**config.mk**
```make
export PLATFORM = sky130hd
export DESIGN_NAME = tone_gen
export DESIGN_NICKNAME = d
export VERILOG_FILES = /design/src/rtl/tone_gen.sv
export SDC_FILE = /design/constraint.sdc
export NUM_CORES = 1
export LEC_CHECK = 0
export ABC_AREA = 0
export BUFFER_PORTS_ARGS = -buffer_cell sky130_fd_sc_hd__buf_2
export CELL_PAD_IN_SITES_DETAIL_PLACEMENT = 1
export CELL_PAD_IN_SITES_GLOBAL_PLACEMENT = 2
export CORE_ASPECT_RATIO = 1.4
export CORE_UTILIZATION = 47
export CTS_CLUSTER_DIAMETER = 40
export DETAILED_ROUTE_END_ITERATION = 8
export PLACE_DENSITY = 0.81
export SLEW_MARGIN = 20
export SYNTH_ARGS = -nofsm -noshare
export SYNTH_HDL_FRONTEND = slang
export SYNTH_SLANG_ARGS = --single-unit
```
**constraint.sdc**
```tcl
create_clock -name CLK -period 8.45 [get_ports CLK]
set_input_delay 0.845 -clock CLK [delete_from_list [all_inputs] [get_ports CLK]]
set_output_delay 0.845 -clock CLK [all_outputs]
set_load 0.01 [all_outputs]
```
**src/rtl/tone_gen.sv**
```systemverilog
// tone_gen: note/octave to square-wave tone generator with writable divider table.
// Preset-load counter advances on EN ticks; note changes land only at overflow.
module tone_gen #(
   parameter int CODE_W    = 11,
   parameter int IDX_W     = 4,
   parameter int NUM_NOTES = 16,
   parameter int OCT_W     = 2
) (
   input  logic              CLK,
   input  logic              RST,
   input  logic              EN,
   input  logic [IDX_W-1:0]  INX,
   input  logic [OCT_W-1:0]  OCT,
   input  logic              WR_EN,
   input  logic [IDX_W-1:0]  WR_ADDR,
   input  logic [CODE_W-1:0] WR_DATA,
   output logic              SPKS,
   output logic              OVF,
   output logic [CODE_W-1:0] CUR_CODE,
   output logic              RESTING
);

   localparam int AW = (NUM_NOTES > 1) ? $clog2(NUM_NOTES) : 1;
   localparam logic [CODE_W-1:0] ONES = '1;
   localparam logic [CODE_W:0]   FULL = {1'b1, {CODE_W{1'b0}}};
   localparam logic [CODE_W:0]   MIN_M = (CODE_W+1)'(2);
   localparam logic [0:0] ST_REST = 1'b0;
   localparam logic [0:0] ST_RUN  = 1'b1;

   function automatic logic [CODE_W-1:0] def_code(input int i);
      logic [11:0] v;
      case (i)
         0:  v = 12'h7FF;
         1:  v = 12'h305;
         2:  v = 12'h390;
         3:  v = 12'h40C;
         4:  v = 12'h45C;
         5:  v = 12'h4AD;
         6:  v = 12'h50A;
         7:  v = 12'h55C;
         8:  v = 12'h582;
         9:  v = 12'h5C8;
         10: v = 12'h606;
         11: v = 12'h640;
         12: v = 12'h656;
         13: v = 12'h684;
         14: v = 12'h69A;
         15: v = 12'h6C0;
         default: v = 12'hFFF;
      endcase
      if (i > 15) return ONES;
      return CODE_W'(v);
   endfunction

   logic [CODE_W-1:0] tbl [NUM_NOTES];
   logic              wr_ok;
   logic              rd_ok;
   logic [AW-1:0]     wr_idx;
   logic [AW-1:0]     rd_idx;
   logic [CODE_W-1:0] code;
   logic [CODE_W:0]   m;
   logic [CODE_W:0]   mk;
   logic [CODE_W:0]   sub;
   logic [CODE_W-1:0] preset_d;
   logic [CODE_W-1:0] preset_q;
   logic [CODE_W-1:0] cnt;
   logic [0:0]        state;

   assign wr_ok  = WR_EN && ({1'b0, WR_ADDR} < (IDX_W+1)'(NUM_NOTES));
   assign rd_ok  = {1'b0, INX} < (IDX_W+1)'(NUM_NOTES);
   assign wr_idx = AW'(WR_ADDR);
   assign rd_idx = AW'(INX);

   always_ff @(posedge CLK) begin
      if (RST) begin
         for (int i = 0; i < NUM_NOTES; i++) tbl[i] <= def_code(i);
      end else if (wr_ok) begin
         tbl[wr_idx] <= WR_DATA;
      end
   end

   // Shift the half-period length, not the code, so octaves are exact powers of two.
   always_comb begin
      code = rd_ok ? tbl[rd_idx] : ONES;
      m    = FULL - {1'b0, code};
      mk   = m >> OCT;
      if (mk < MIN_M) mk = MIN_M;
      sub      = FULL - mk;
      preset_d = (code == ONES) ? ONES : sub[CODE_W-1:0];
   end

   always_ff @(posedge CLK) begin
      if (RST) preset_q <= ONES;
      else     preset_q <= preset_d;
   end

   always_ff @(posedge CLK) begin
      if (RST) begin
         state    <= ST_REST;
         cnt      <= ONES;
         CUR_CODE <= ONES;
         SPKS     <= 1'b0;
         OVF      <= 1'b0;
      end else begin
         OVF <= 1'b0;
         if (EN) begin
            case (state)
               ST_REST: begin
                  if (preset_q != ONES) begin
                     cnt      <= preset_q;
                     CUR_CODE <= preset_q;
                     state    <= ST_RUN;
                  end
               end
               ST_RUN: begin
                  if (cnt != ONES) begin
                     cnt <= cnt + CODE_W'(1);
                  end else begin
                     OVF <= 1'b1;
                     if (preset_q == ONES) begin
                        state    <= ST_REST;
                        cnt      <= ONES;
                        CUR_CODE <= ONES;
                        SPKS     <= 1'b0;
                     end else begin
                        SPKS     <= ~SPKS;
                        cnt      <= preset_q;
                        CUR_CODE <= preset_q;
                     end
                  end
               end
               default: state <= ST_REST;
            endcase
         end
      end
   end

   assign RESTING = (state == ST_REST);

endmodule

```
==> metrics <==
initial drt markers=around 360; max cap viols=0; net count of the finished layout=925; H-tree depth=1; Worst-Margin Slew=between 0.8 and 0.9 ns; core region area=between 0.02 and 0.025 sq mm; Mapped Area=approximately 0.011 sq mm; R2R setup slack=2.74 ns; I/O pin cnt=39; Die W=between 100 and 150 um; filler cell count=~2200; Worst path max stage delay=between 0.6 and 0.7 ns; Sum Neg Setup Slack=0 ns; reg2reg start=tbl[7][1]$_SDFFCE_PN0P_; CTS Hold Bufs=0; final WL=slightly above 30 mm; die extent in y=180 um; FP Rows=64; Post-synth EDFFs=~180; vias in the first global route=about 8000; share of layout cells above drive strength 1=approximately a fifth; Hold Crit Depth=2; clk sinks=approximately 210; synthesis-to-finish area growth=13.5%; Min-Delay Startpoint=CUR_CODE[6]$_SDFFE_PP1P_; RR Endpoint=preset_q[6]$_SDFF_PP1_; CTS Buf Count=29; worst-path cell with the longest stage delay=mux4_1; Synth area leaders=edfxtp_1 50%, mux4_2 8.2%, dfxtp_1 6.8%; All-Layer GR Usage=27.7%; Initial Utilization=between 40% and 50%; IR drop worst, VDD=slightly above 0.2 mV; share of Yosys cell area claimed by the top area cell type=49.6%; clock root cell=clkbuf_16; WHS=between 0.4 and 0.5 ns; die area=between 0.02 and 0.025 sq mm; Worst Skew=0.0171 ns; Placed Area=approximately 0.011 sq mm; Slew Viols, Final=0; Place WS=1.50 ns; outcome=finished clean; sequential area share after synthesis=56.4%; Arr. time, crit path=between 6 and 7 ns; Setup Fix Bufs, Post-CTS=0; Period minus WS final=between 6 and 7 ns; worst relative slew slack=between 40% and 50%; DR vias/cell=about 6; post-synth net total=898; commonest non-fill, non-tap cell in the layout=edfxtp_1; Netlist cell types=70; critical path class=input port to register; RSZ-0062 raised after global routing=no; DR vias=between 7000 and 8000; drt wl/cell=around 25 um; clock tree buffer depth=3; depth of the worst register-to-register path=20; share of flip-flops with an asynchronous set or reset=0%; Worst-path clk slew=0.06 ns; leakage=4.27 nW; CP Max Fanout=29; RePlAce Congestion=0.864; Design Power=about 2.9 mW; Post-synth top flop=edfxtp_1; critical path's top delay family=simple AND/OR/NAND/NOR gates; # port buffers=38; critical path launch point type=input port; Resized cells post-CTS=0; Worst Path Buf+Inv=2; FF+latch count, synth=roughly 210; largest net degree at the start of global routing=44; power per cell area=~240 mW/mm^2; Req. time, crit path=around 8.9 ns; GRT overflow=0; type of the worst min-delay path=register to register; post-synthesis cell count=slightly below 900; Antenna diodes=0; crit-path cells=buf_2, mux4_1, mux2i_1, nand2_1, o21ai_0, ha_1, nor2b_1, a22oi_1, nor3_1, and3_1, xnor2_1, a221oi_2, and4b_1, nand3_1, a21boi_2, ha_1, inv_1, a211oi_1, and4bb_2, xor2_1, nand2_1; CTS tree=done; Finished Cell Area=roughly 0.012 sq mm; Final setup viols=0; initial antenna violation count=0; final setup slack of the worst path=between 2 and 2.5 ns; crit end category=register; fmax=~160 MHz; period utilisation layout=approximately 76%; DRC=0; DP HPWL=~22 mm; Yosys warning count=0; Fin. Hold Viols=0; Clock Latency Late Sink=0.55 ns; post-synth top area cell=edfxtp_1; Worst Hold Path EP=CUR_CODE[6]$_SDFFE_PP1P_; first-pass GRT wire length=roughly 48 mm; most frequent cells in the layout=176 x edfxtp_1, 102 x and2_1, 63 x nand2_1; Syn Area/Cell=12.3 sq um; DR pass1 iterations=5; antenna viol nets, final=0
metrics by stage:
step	instances	util, %
2_1_floorplan	869	-
3_3_place_gp	1162	50.4
3_5_place_dp	1162	50.4
4_1_cts	1216	54.9
5_1_grt	1216	54.9
6_report	1216	54.9
kinds of logic (layout without fill, tap and decap cells):
| logic type | Yosys count | after routing | synth area share (%) |
|---|---|---|---|
| xor+xnor | 5 | 5 | 0.482 |
| compound gates | 112 | 112 | 7.53 |
| simple gates | 407 | 407 | 21.4 |
| mux | 59 | 59 | 11.1 |
| fa+ha+maj | 4 | 4 | 0.470 |
| buf+inv | 70 | 120 | 2.61 |
| flops | 212 | 212 | 56.4 |
synth_stat cells, drive strengths merged, types with 9 or more instances:
master and number:
edfxtp 176, nand3 14, and2 102, nor3 10
o21ai 14, nor2 60, a22oi 12, clkbuf 47
nand2b 25, or2 30, or3 59, dfxtp 36
buf 10, nand2 63, inv 13, mux4 45
nand4 10, mux2i 9, a21oi 29
worst min-delay path, stage by stage, from the launching register on:
cell and delay, ns:
dfxtp_1 0.31, nand2_1 0.05, nand2_1 0.05
power breakdown:
part           leakage [nW]  switching, mW  internal (mW)
clock network         0.475          0.519          0.714
registers              2.02         0.0391           1.20
logic                  1.77          0.247          0.144
total                  4.27          0.805           2.06
registers in the layout, summed over array words and instances, names as in the netlist:
name,flops
SPKS,1
tbl,176
cnt,11
state,1
CUR_CODE,11
preset_q,11
OVF,1
worst max-delay path by stage:
stage                                  end  cells past startpoint   start  slack [ns]
floorplan           preset_q[6]$_SDFF_PP1_                     22  INX[0]        2.70
finish              preset_q[6]$_SDFF_PP1_                     21  INX[2]        2.06
global route        preset_q[6]$_SDFF_PP1_                     21  INX[2]        1.49
detailed placement  preset_q[6]$_SDFF_PP1_                     21  INX[2]        1.50
CTS                 preset_q[6]$_SDFF_PP1_                     21  INX[2]        2.06
global placement    preset_q[6]$_SDFF_PP1_                     22  INX[2]        1.74
metal layers:
metal	wire length (um)	part of all wire, %	GRT usage (%)	up-vias
li1	-	-	-	3313
met2	16800	54	51.7	180
met5	0	0	0	-
met4	1360	4.4	12.2	0
met1	11500	37	31.3	3747
met3	1300	4.2	3.00	61
final cells by class:
type	instances	area [sq um]	share of cell area (%)
Inverter	13	48.8	0.404
Timing Repair Buffer	53	303	2.50
Sequential cell	212	6010	49.7
Clock inverter	25	270	2.24
Clock buffer	29	726	6.00
Tap cell	297	372	3.07
Multi-Input combinational cell	587	4370	36.1
Note: power is estimated with default switching activity, not from simulation.
